[config.mk]
export PLATFORM = sky130hd
export DESIGN_NAME = punc_seq_ctrl
export DESIGN_NICKNAME = d
export VERILOG_FILES = /design/src/rtl/punc_seq_ctrl.sv
export SDC_FILE = /design/constraint.sdc
export NUM_CORES = 1
export LEC_CHECK = 0
export ABC_AREA = 1
export ABC_CLOCK_PERIOD_IN_PS = 1800
export CAP_MARGIN = 30
export CORE_UTILIZATION = 35
export DETAILED_ROUTE_END_ITERATION = 16
export GPL_ROUTABILITY_DRIVEN = 0
export PLACE_DENSITY = 0.94
export REMOVE_ABC_BUFFERS = 1
export SYNTH_ARGS = -nofsm -noshare
export SYNTH_HDL_FRONTEND = slang
export SYNTH_SLANG_ARGS = --single-unit
[constraint.sdc]
create_clock -name clk -period 1.8 [get_ports clk]
set_input_delay 0.27 -clock clk [delete_from_list [all_inputs] [get_ports clk]]
set_output_delay 0.27 -clock clk [all_outputs]
set_load 0.01 [all_outputs]
[src/rtl/punc_seq_ctrl.sv]
// punc_seq_ctrl: multi-cycle control sequencer for the PUnC LC3 datapath.
// Walks each instruction through IDLE, FETCH, DECODE, EXEC1 and optionally
// EXEC2. It counts memory wait states, supports free-run and single-step,
// traps on illegal opcodes, and exposes retire and state observation outputs.
//
// state  | meaning
// -------+-------------------------------------------------------------
// IDLE   | between instructions; waits for run_en or a step token
// FETCH  | instruction read, MEM_LAT cycles; IR load and PC+1 on last
// DECODE | one cycle; opcode chooses EXEC1 or HALT
// EXEC1  | single-cycle ops, or the first memory access of LD/ST class
// EXEC2  | second (indirect) access of LDI/STI, MEM_LAT cycles
// HALT   | TRAP or illegal opcode; only rst leaves
//
// Ports:
//   clk, rst (sync, active-high)
//   run_en, step   run control
//   ir, nzp        instruction register and condition codes from datapath
//   mem_*, mdr_ld, ir_ld, pc_*, rf_*, alu_op, cc_ld   datapath strobes
//   retire, halted, illegal, state_o                  observation
module punc_seq_ctrl #(
  parameter int MEM_LAT     = 1,
  parameter bit LEA_SETS_CC = 1'b1
) (
  input  logic        clk,
  input  logic        rst,
  input  logic        run_en,
  input  logic        step,
  input  logic [15:0] ir,
  input  logic [2:0]  nzp,
  output logic        mem_rd,
  output logic        mem_wr,
  output logic [1:0]  mem_addr_sel,
  output logic        mdr_ld,
  output logic        ir_ld,
  output logic        pc_inc,
  output logic        pc_ld,
  output logic [1:0]  pc_sel,
  output logic        rf_we,
  output logic [1:0]  rf_wsel,
  output logic        rf_dst_r7,
  output logic [1:0]  alu_op,
  output logic        cc_ld,
  output logic        retire,
  output logic        halted,
  output logic        illegal,
  output logic [2:0]  state_o
);

  localparam int WW = (MEM_LAT > 1) ? $clog2(MEM_LAT) : 1;
  localparam logic [WW-1:0] W_LAST = WW'(MEM_LAT - 1);

  localparam logic [3:0] OP_BR  = 4'h0;
  localparam logic [3:0] OP_ADD = 4'h1;
  localparam logic [3:0] OP_LD  = 4'h2;
  localparam logic [3:0] OP_ST  = 4'h3;
  localparam logic [3:0] OP_JSR = 4'h4;
  localparam logic [3:0] OP_AND = 4'h5;
  localparam logic [3:0] OP_LDR = 4'h6;
  localparam logic [3:0] OP_STR = 4'h7;
  localparam logic [3:0] OP_RTI = 4'h8;
  localparam logic [3:0] OP_NOT = 4'h9;
  localparam logic [3:0] OP_LDI = 4'hA;
  localparam logic [3:0] OP_STI = 4'hB;
  localparam logic [3:0] OP_JMP = 4'hC;
  localparam logic [3:0] OP_RSV = 4'hD;
  localparam logic [3:0] OP_LEA = 4'hE;
  localparam logic [3:0] OP_TRP = 4'hF;

  typedef enum logic [2:0] {
    S_IDLE   = 3'd0,
    S_FETCH  = 3'd1,
    S_DECODE = 3'd2,
    S_EXEC1  = 3'd3,
    S_EXEC2  = 3'd4,
    S_HALT   = 3'd5
  } state_t;

  state_t        state_q, state_d;
  logic [WW-1:0] wcnt_q, wcnt_d;
  logic          step_tok_q, step_tok_d;
  logic          illegal_q, illegal_d;

  logic [3:0] op;
  logic       last;
  logic       br_taken;
  logic       unused_ir;

  assign op        = ir[15:12];
  assign last      = (wcnt_q == W_LAST);
  assign br_taken  = |(ir[11:9] & nzp);
  assign unused_ir = ^ir[8:0];

  always_comb begin
    state_d    = state_q;
    illegal_d  = illegal_q;
    // A step pulse always arms the token, except on the cycle the token is
    // consumed, where the pulse is dropped.
    step_tok_d = step_tok_q | step;
    case (state_q)
      S_IDLE: begin
        if (run_en || step_tok_q) begin
          state_d    = S_FETCH;
          step_tok_d = 1'b0;
        end
      end
      S_FETCH: if (last) state_d = S_DECODE;
      S_DECODE: begin
        if (op == OP_TRP) begin
          state_d = S_HALT;
        end else if (op == OP_RTI || op == OP_RSV) begin
          state_d   = S_HALT;
          illegal_d = 1'b1;
        end else begin
          state_d = S_EXEC1;
        end
      end
      S_EXEC1: begin
        case (op)
          OP_LD, OP_LDR, OP_ST, OP_STR: if (last) state_d = S_IDLE;
          OP_LDI, OP_STI:               if (last) state_d = S_EXEC2;
          default:                      state_d = S_IDLE;
        endcase
      end
      S_EXEC2: if (last) state_d = S_IDLE;
      S_HALT:  state_d = S_HALT;
      default: state_d = S_IDLE;
    endcase

    // Only memory states dwell, and they leave on the last count, so the
    // increment never wraps.
    if (state_d == state_q && state_q != S_IDLE && state_q != S_HALT)
      wcnt_d = wcnt_q + WW'(1);
    else
      wcnt_d = '0;
  end

  always_ff @(posedge clk) begin
    if (rst) begin
      state_q    <= S_IDLE;
      wcnt_q     <= '0;
      step_tok_q <= 1'b0;
      illegal_q  <= 1'b0;
    end else begin
      state_q    <= state_d;
      wcnt_q     <= wcnt_d;
      step_tok_q <= step_tok_d;
      illegal_q  <= illegal_d;
    end
  end

  always_comb begin
    mem_rd       = 1'b0;
    mem_wr       = 1'b0;
    mem_addr_sel = 2'd0;
    mdr_ld       = 1'b0;
    ir_ld        = 1'b0;
    pc_inc       = 1'b0;
    pc_ld        = 1'b0;
    pc_sel       = 2'd0;
    rf_we        = 1'b0;
    rf_wsel      = 2'd0;
    rf_dst_r7    = 1'b0;
    alu_op       = 2'd3;
    cc_ld        = 1'b0;
    retire       = 1'b0;
    halted       = 1'b0;
    case (state_q)
      S_FETCH: begin
        mem_rd = 1'b1;
        ir_ld  = last;
        pc_inc = last;
      end
      S_EXEC1: begin
        case (op)
          OP_ADD, OP_AND, OP_NOT: begin
            rf_we  = 1'b1;
            cc_ld  = 1'b1;
            retire = 1'b1;
            alu_op = (op == OP_ADD) ? 2'd0 : (op == OP_AND) ? 2'd1 : 2'd2;
          end
          OP_LEA: begin
            rf_we   = 1'b1;
            rf_wsel = 2'd2;
            cc_ld   = LEA_SETS_CC;
            retire  = 1'b1;
          end
          OP_BR: begin
            pc_ld  = br_taken;
            retire = 1'b1;
          end
          OP_JMP: begin
            pc_ld  = 1'b1;
            pc_sel = 2'd2;
            retire = 1'b1;
          end
          OP_JSR: begin
            rf_we     = 1'b1;
            rf_wsel   = 2'd3;
            rf_dst_r7 = 1'b1;
            pc_ld     = 1'b1;
            pc_sel    = ir[11] ? 2'd1 : 2'd2;
            retire    = 1'b1;
          end
          OP_LD, OP_LDR: begin
            mem_rd       = 1'b1;
            mem_addr_sel = (op == OP_LD) ? 2'd1 : 2'd2;
            rf_we        = last;
            rf_wsel      = last ? 2'd1 : 2'd0;
            cc_ld        = last;
            retire       = last;
          end
          OP_ST, OP_STR: begin
            mem_wr       = 1'b1;
            mem_addr_sel = (op == OP_ST) ? 2'd1 : 2'd2;
            retire       = last;
          end
          OP_LDI, OP_STI: begin
            mem_rd       = 1'b1;
            mem_addr_sel = 2'd1;
            mdr_ld       = last;
          end
          default: ;
        endcase
      end
      S_EXEC2: begin
        mem_addr_sel = 2'd3;
        if (op == OP_LDI) begin
          mem_rd  = 1'b1;
          rf_we   = last;
          rf_wsel = last ? 2'd1 : 2'd0;
          cc_ld   = last;
        end else begin
          mem_wr = 1'b1;
        end
        retire = last;
      end
      S_HALT: halted = 1'b1;
      default: ;
    endcase
  end

  assign illegal = illegal_q;
  assign state_o = state_q;

endmodule

Word level (Yosys, flattened, before mapping)
Index checks and enable logic that the tools add are counted.

storage, ports and cells
  register bits after elaboration = 6
  bits in latches = 0
  memory bits (writable) = 0
  memory bits (read-only) = 0
  output and inout port bits = 23
  logic and storage cells = 98
  memories kept = 0

operators by class
  add/subtract/negate cells = 1
  multipliers = 0
  divide/modulo/power cells = 0
  $lt $le $gt $ge = 0
  eq/ne operators = 22
  shifts and indexed selects = 0
  mux-type cells = 46
  bitwise operators = 5
  reduce and logical (&&, ||, !) cells = 20

operator list
  kind                                                                   count
  4-bit equality test, second input constant                             8
  3-bit 2-to-1 mux                                                       6
  3-bit one-hot mux with 6 select lines                                  1
  4-bit by 3-bit equality test with 1-bit output, second input constant  4
  1-bit 2-to-1 mux                                                       16
  2-bit 2-to-1 mux                                                       8
  1-bit one-hot mux with 2 select lines                                  8
  2-bit one-hot mux with 2 select lines                                  3
  2-bit one-hot mux with 3 select lines                                  2
  4-bit OR reduction                                                     3
  2-bit OR reduction                                                     5
  4-bit by 2-bit equality test with 1-bit output, second input constant  2
  7-bit OR reduction                                                     1
  3-bit by 2-bit equality test with 1-bit output, second input constant  2
  3-bit equality test, second input constant                             2
  3-bit one-hot mux with 2 select lines                                  1
  3-bit OR reduction                                                     2
  5-bit OR reduction                                                     1
  4-bit by 1-bit equality test with 1-bit output, second input constant  1
  4-bit logical NOT                                                      1
  3-bit AND                                                              1
  3-bit by 1-bit equality test with 1-bit output, second input constant  1
  3-bit equality test                                                    1
  3-bit logical NOT                                                      1
  other kinds (9)                                                        13

Depth between registers and ports, before layout
Gate-level depths: netlist of the first run.

  word-level depth = 10
  gate-level depth with buffers = 8
  depth with buffers taken out = 8

Worst setup path after synthesis of the first run
Ideal clock, no wire load.

  kind = flip-flop to output port
  start = register state_q[0] (netlist: state_o[0])
  end = output pc_ld
  data arrival time = 1,134 ps
  data required time = 1,530 ps
  path slack = 396 ps
  stages on the path, launching flop included = 5
  buffers on the path = 0
  path through = dfxtp_1 > nand2_1 > nor2_4 > nand3_1 > a31oi_1

between the ends
  cells in the longest elaborated chain, start to end = 2

RTL lines
  what                                            line  RTL
  from (decl)                                     79    state_t state_q, state_d;
  from (signal assigned)                          145   state_q <= state_d;
  3-bit by 2-bit equality test with 1-bit output  168   case (state_q)
  1-bit 2-to-1 mux                                168
  to (decl)                                       37    output logic pc_ld,

No other way between the ends.

Worst setup path after layout of the first run
  start = register state_q[2] (netlist: state_o[2])
  end = output pc_ld

Same word-level chain as after synthesis.

==> results of run 1 <==
-- power by group through the flow --
stage	Combinational (mW)	Clock, mW	Sequential [mW]
3_3_place_gp	0.176	0	0.153
4_1_cts	0.184	0.131	0.157
3_5_place_dp	0.181	0	0.154
5_1_grt	0.209	0.136	0.161
6_report	0.194	0.134	0.160
2_1_floorplan	0.0649	0	0.158
-- state kept, by name, summed over array words and instances (netlist names) --
register,count
state_o,3
illegal,1
step_tok_q,1
wcnt_q,1
-- cell usage in the layout, fill, tap and decap left out, drive strengths merged --
cell type and count:
nand2 28, buf 26, inv 21, nor2 17, dlygate4sd2 14, clkdlybuf4s50 13
nand3 13, nand4 6, a21oi 6, dfxtp 6, clkbuf 6, clkdlybuf4s15 3
o31ai 2, o21ai 2, nor3 2, nor4 1, nor3b 1, a31oi 1
o221ai 1, dlymetal6s2s 1, conb 1
-- worst paths after layout --
kind | start | cells after the start | slack, ns | endpoint
max reg2reg | state_o[2] | 9 | 0.45 | state_o[2]
min reg2reg | illegal | 2 | 0.46 | illegal
min | illegal | 2 | 0.46 | illegal
max | state_o[2] | 6 | 0.03 | pc_ld
-- tightest hold or removal path, stage by stage, from the launching register on --
cell and delay [ns]:
dfxtp_1 0.31, inv_1 0.05, a21oi_1 0.06
-- timing repair --
action                                  4_1_cts  5_1_grt
pin swaps                                     2        1
gates cloned                                  0        0
endpoints found under the setup margin       19        8
buffers inserted                              4        0
resized for setup                            45       11
-- layout make-up --
class	count	area [um^2]	share of cell area, %
timing repair buffer	60	504	42.7
multi-input combinational	81	428	36.2
clock buffer	3	22.5	1.91
sequential	6	128	10.8
tap	16	20.0	1.69
inverter	21	78.8	6.67
-- cells by family (layout without fill, tap and decap cells) --
kind of cell	Yosys count	after routing	share of synthesized area, %
AO/OA/AOI/OAI	12	12	11.8
buffers and inverters	23	84	15.4
flip-flops	6	6	20.3
other	1	1	0.632
AND/OR/NAND/NOR	68	68	51.9
-- routing by layer --
metal	GRT usage (%)	routed length, um	vias up
li1	-	-	481
met1	29.8	1030	445
met2	48.7	1230	72
met3	2.55	188	16
met4	12.7	75	0
met5	0	0	-
==> out/summary.txt, run 1 <==
outcome: completed
Root Buffer: clkbuf_4
Antenna Nets Post-Route: 0
drt total wl: 2.53 mm
dpl ws: -0.432 ns
via count: 1014
Reg clk slew, reported paths: 0.05 ns
commonest cells in the netlist: nand2_1, inv_1, nor2_1
die height: 43.2 um
sequential element share of the synthesized area: 20.3%
Cell Chain, Critical Path: buf_4, nor2_4, buf_6, nand3_1, a31oi_1, buf_2
FF+latch count, synth: 6
maximum vdd drop: 0.482 mV
Die ar.: 1860 um^2
final setup violation count: 0
critical path class: flip-flop to output port
Ports: 46
CP bufs+invs: 3
Initial Util: 38.5%
switching portion of total power: 35.6%
Placed Area: 1110 um^2
number of I/O port buffers: 36
Synth area leader: dfxtp_1
CP peak stage delay: 0.33 ns
asr flop ratio synth: 0%
Required @ worst endpoint: 1.53 ns
Post-DP HPWL: 1.67 mm
worst skew pair latency: 0.25 ns
number of buffers created by CTS: 3
pwr dens: 413 nW/um^2
final worst-path cycle share: 98.2%
Sw Pwr: 0.174 mW
# rows: 14
Pint: 0.314 mW
Slew Viols, Final: 0
Flop pwr share: 32.8%
Logic pwr share: 39.7%
Remaining DRCs: 0
Crit-path slowest cell: dfxtp_1
grt total ovfl: 0
max_cap viols: 0
drt wl/cell: 13.5 um
crit-path leading delay family: buffers and inverters
mean post-synth cell area: 5.39 um^2
first-pass GRT wire length: 3.85 mm
Worst EP arrival: 1.50 ns
worst setup margin: 0.0322 ns
hold_buf cts: 0
design area: 1180 um^2
Yosys top cell area share: 20.3%
Filler Cell Count: 125
synth top area cells: dfxtp_1, nand2_1, inv_1
min Tclk post-route: 1.77 ns
synthesized instance count: 110
Initial DRC Count: 46
CP startpoint kind: flip-flop
Horiz. Die Dim: 43.2 um
largest net degree at the start of global routing: 7
fin cells: 187
core area: 1540 um^2
Tot Pwr: 0.488 mW
dpl cells: 180
vias in the first global route: 934
top-count cell post-synth: nand2_1
CTS tree: yes
number of enable flip-flop cells after synthesis: 0
Mapped Area: 593 um^2
Layout area overhead: 99.2%
Net count, final: 196
crit path max fanout: 6
fraction of layout cells with a size suffix above 1: 26.3%
setup TNS: 0 ns
Tightest Hold Check Type: flip-flop to flip-flop
DR vias/cell: 5.42
Clock Path Buffers: 2
Pleak: 0.672 nW
WHS: 0.462 ns
GRT Total Usage: 26.5%
H-tree levels: 1
diode count: 0
Clk pwr share: 27.5%
CP endpoint kind: output port
Clock Sinks: 6
initial antenna violation count: 0
worst clock skew: 0.00691 ns
fmax: 0.566 GHz
DRT Pass-1 Iters: 4
Final Util: 76.6%
distinct cell type count after synthesis: 19
Yosys warnings: 0
final hold viol count: 0
Synth Flop Type: dfxtp_1
Power figures use the tool's default switching activity.
==> run 2, diff against run 1 <==
--- a/config.mk
+++ b/config.mk
@@ -6,7 +6,7 @@
 export NUM_CORES = 1
 export LEC_CHECK = 0
 export ABC_AREA = 1
-export ABC_CLOCK_PERIOD_IN_PS = 1800
+export ABC_CLOCK_PERIOD_IN_PS = 2050
 export CAP_MARGIN = 30
 export CORE_UTILIZATION = 35
 export DETAILED_ROUTE_END_ITERATION = 16
@@ -16,3 +16,4 @@
 export SYNTH_ARGS = -nofsm -noshare
 export SYNTH_HDL_FRONTEND = slang
 export SYNTH_SLANG_ARGS = --single-unit
+export TNS_END_PERCENT = 100
==> constraint.sdc (replaced) <==
create_clock -name clk -period 2.05 [get_ports clk]
set_input_delay 0.3075 -clock clk [delete_from_list [all_inputs] [get_ports clk]]
set_output_delay 0.3075 -clock clk [all_outputs]
set_load 0.01 [all_outputs]
==> out/summary.txt, run 2 (synthesis gave the netlist of run 1 again) <==
CP startpoint kind: flip-flop
Antenna Nets Post-Route: 0
DRT Pass-1 Iters: 4
hold_sp: illegal
CTS tree: yes
Clock Path Buffers: 2
final setup violation count: 1
worst setup margin: -0.00942 ns
Tightest Hold Check Type: flip-flop to flip-flop
Required @ worst endpoint: 1.74 ns
CP endpoint kind: output port
hold_buf cts: 0
Reg-to-Reg Start: state_o[1]
GRT Total Usage: 25.9%
largest net degree at the start of global routing: 7
max reg flops: 3
final hold viol count: 0
min Tclk post-route: 2.06 ns
most frequent cells in the layout: nand2_1, buf_4, inv_1, clkdlybuf4s50_1, nor2_1
r2r setup slk: 0.78 ns
Ports: 46
DR vias/cell: 5.33
Initial Util: 38.5%
pwr dens: 334 nW/um^2
design area: 1220 um^2
via count: 996
WHS: 0.462 ns
Filler Cell Count: 109
H-tree levels: 1
Root Buffer: clkbuf_4
dpl cells: 178
number of buffers created by CTS: 3
die height: 43.2 um
Clock Sinks: 6
number of I/O port buffers: 36
commonest non-fill, non-tap cell in the layout: nand2_1
fraction of layout cells with a size suffix above 1: 24.0%
failing checks: setup timing
Net count, final: 196
critical path class: flip-flop to output port
fmax: 0.486 GHz
Layout area overhead: 106%
max_cap viols: 0
outcome: finished, violations left
Reg clk slew, reported paths: 0.04 ns
Horiz. Die Dim: 43.2 um
Pleak: 0.796 nW
initial antenna violation count: 0
FF/Latch Area: 120 um^2
Remaining DRCs: 0
RR Endpoint: state_o[2]
# rows: 14
Critical Path Sink: mem_rd
Tot Pwr: 0.409 mW
dpl ws: -0.305 ns
first-pass GRT wire length: 3.77 mm
Final Util: 79.4%
worst clock skew: 0.000763 ns
worst skew pair latency: 0.24 ns
Worst Setup SP: state_o[2]
RSZ-0062 raised after global routing: true
final worst-path cycle share: 100%
diode count: 0
Worst EP arrival: 1.75 ns
Post-DP HPWL: 1.69 mm
grt total ovfl: 0
crit path max fanout: 5
worst r2r path cells: 8
vias in the first global route: 951
setup TNS: -0.00942 ns
maximum vdd drop: 0.388 mV
drt total wl: 2.42 mm
Placed Area: 1100 um^2
fin cells: 187
Slew Viols, Final: 0
core area: 1540 um^2
Multi-input gate area: 432 um^2
drt wl/cell: 12.9 um
Die ar.: 1860 um^2
Initial DRC Count: 44
run 2: cell count changes in the layout (fill, tap and decap cells not counted), sizes merged:
cell,delta
buf,-2
clkbuf,-1
clkdlybuf4s15,-3
clkdlybuf4s50,+7
dlygate4sd2,-10
dlymetal6s2s,+9
run 2: worst max-delay path, stage by stage, from the launching register on:
cell and delay (ns):
dfxtp_1 0.35, inv_2 0.13, nand3_2 0.17, nor2_2 0.16
o21ai_0 0.10, nand2_1 0.07, clkdlybuf4s50_1 0.53
run 2: cell type report:
cell class                      count  area share, %
Timing Repair Buffer               60           45.0
Multi-Input combinational cell     81           35.3
Sequential cell                     6           9.82
Inverter                           21           6.44
Clock buffer                        3           1.84
Tap cell                           16           1.64
run 2: power breakdown:
part	switching [mW]	internal (mW)	total (mW)
Clock	0.0366	0.0658	0.102
Sequential	0.00794	0.125	0.133
Combinational	0.0877	0.0855	0.173
Total	0.132	0.276	0.409
run 2: worst min path at each step:
stage / to / cells after the start
after CTS: illegal / 2
after global placement: illegal / 2
after detailed placement: illegal / 2
final: illegal / 2
after floorplan: illegal / 1
after global routing: illegal / 2
run 2: metal layers:
layer / vias up / global-route usage, % / wire length (um)
met4: 0 / 17.6 / 74
met3: 8 / 4.26 / 167
li1: 482 / - / -
met5: - / 0 / 0
met1: 458 / 28.1 / 923
met2: 48 / 45.1 / 1250
run 2: what timing repair did:
action / in CTS / in global routing
buffers inserted: 4 / 2
resized for setup: 14 / 19
pin swaps: 3 / 4
gates cloned: 0 / 0
setup endpoints to repair: 16 / 14
==> run 3, diff against run 2 <==
--- a/config.mk
+++ b/config.mk
@@ -13,6 +13,7 @@
 export GPL_ROUTABILITY_DRIVEN = 0
 export PLACE_DENSITY = 0.94
 export REMOVE_ABC_BUFFERS = 1
+export SETUP_SLACK_MARGIN = 0.5
 export SYNTH_ARGS = -nofsm -noshare
 export SYNTH_HDL_FRONTEND = slang
 export SYNTH_SLANG_ARGS = --single-unit
==> out/summary.txt, run 3 (synthesis gave the netlist of run 1 again) <==
Final Util: 95.3%
drt total wl: 4.59 mm
GRT Total Usage: 38.5%
grt total ovfl: 0
RSZ-0062 raised after global routing: true
pwr dens: 333 nW/um^2
core area: 1540 um^2
# rows: 14
WHS: 0.492 ns
CP startpoint kind: flip-flop
RR Endpoint: state_o[2]
final hold viol count: 0
vias in the first global route: 1163
Ports: 46
first-pass GRT wire length: 5.43 mm
worst r2r path cells: 9
diode count: 0
r2r setup slk: 0.71 ns
max_cap viols: 0
worst clock skew: 0.00241 ns
Reg clk slew, reported paths: 0.05 ns
hold_sp: illegal
DR vias/cell: 6.30
initial antenna violation count: 0
max reg flops: 3
commonest non-fill, non-tap cell in the layout: buf_4
Die ar.: 1860 um^2
fmax: 0.542 GHz
Slew Viols, Final: 0
worst skew pair latency: 0.24 ns
Remaining DRCs: 0
Post-DP HPWL: 1.69 mm
min Tclk post-route: 1.85 ns
Reg-to-Reg Start: state_o[1]
DRT Pass-1 Iters: 4
largest net degree at the start of global routing: 7
hold_buf cts: 0
Initial DRC Count: 86
Clock Sinks: 6
Pleak: 0.811 nW
Required @ worst endpoint: 1.74 ns
number of buffers created by CTS: 3
most frequent cells in the layout: buf_4, buf_2, nand2_1
die height: 43.2 um
design area: 1470 um^2
CTS tree: yes
critical path class: flip-flop to output port
H-tree levels: 1
fraction of layout cells with a size suffix above 1: 57.1%
Placed Area: 1100 um^2
Horiz. Die Dim: 43.2 um
via count: 1335
Root Buffer: clkbuf_4
Tightest Hold Check Type: flip-flop to flip-flop
number of I/O port buffers: 36
Net count, final: 221
CP endpoint kind: output port
maximum vdd drop: 0.390 mV
crit path max fanout: 4
final setup violation count: 0
drt wl/cell: 21.6 um
Layout area overhead: 148%
Antenna Nets Post-Route: 0
final worst-path cycle share: 90.1%
Worst EP arrival: 1.54 ns
Clock Path Buffers: 2
Worst Hold Depth: 2
Initial Util: 38.5%
outcome: completed
Hold Path Sink: illegal
[run 3: cell types whose count changed in the layout (fill, tap and decap cells not counted), sizes merged]
cell,previous run,this run
clkdlybuf4s50,20,9
clkbuf,5,3
buf,24,71
clkdlybuf4s18,0,1
dlymetal6s2s,10,0
[run 3: layout make-up]
cell class,count,area (um^2)
Timing Repair Buffer,85,652
Multi-Input combinational cell,81,559
Sequential cell,6,129
Inverter,21,86.3
Fill cell,42,72.6
Clock buffer,3,22.5
Tap cell,16,20.0
[run 3: critical path, stage by stage, from the launching register on]
cell	delay [ns]
dfxtp_4	0.37
nand2_4	0.07
nor2_4	0.14
nand4_1	0.19
buf_4	0.19
buf_6	0.11
nand4_1	0.09
buf_2	0.15
[run 3: metrics by stage]
stage | setup TNS [ns] | instances | setup WS [ns] | total power, mW
5_1_grt | 0 | 212 | 0.183 | 0.504
4_1_cts | 0 | 207 | 0.313 | 0.430
3_3_place_gp | -2.57 | 178 | -0.237 | 0.287
6_report | 0 | 212 | 0.203 | 0.489
3_5_place_dp | -3.27 | 178 | -0.305 | 0.292
2_1_floorplan | 0 | 108 | 0.608 | 0.196
[run 3: report_power, final]
part           switching [mW]  total [mW]  internal (mW)  leakage [nW]
Clock                  0.0387       0.105         0.0660        0.0138
Sequential             0.0115       0.137          0.126        0.0511
Combinational           0.139       0.247          0.109         0.746
[run 3: repair_timing]
item | in CTS | in global routing
gates resized for setup | 128 | 30
pin swaps | 8 | 7
setup buffers | 26 | 5
setup endpoints to repair | 22 | 19
[run 3: worst max path at each step]
stage	from	to	slack (ns)	cells after the start
2_1_floorplan	state_o[0]	pc_ld	0.61	4
3_3_place_gp	ir[15]	rf_we	-0.24	6
3_5_place_dp	ir[13]	rf_we	-0.30	7
4_1_cts	state_o[1]	retire	0.31	7
5_1_grt	state_o[1]	retire	0.18	7
6_report	state_o[1]	retire	0.20	7
[run 3: routing by layer]
| metal | global-route usage [%] | up-vias | wire length [um] |
|---|---|---|---|
| met2 | 66.6 | 151 | 1990 |
| met4 | 25.5 | 0 | 519 |
| li1 | - | 530 | - |
| met1 | 43.8 | 588 | 1470 |
| met3 | 3.83 | 66 | 610 |
| met5 | 0 | - | 0 |
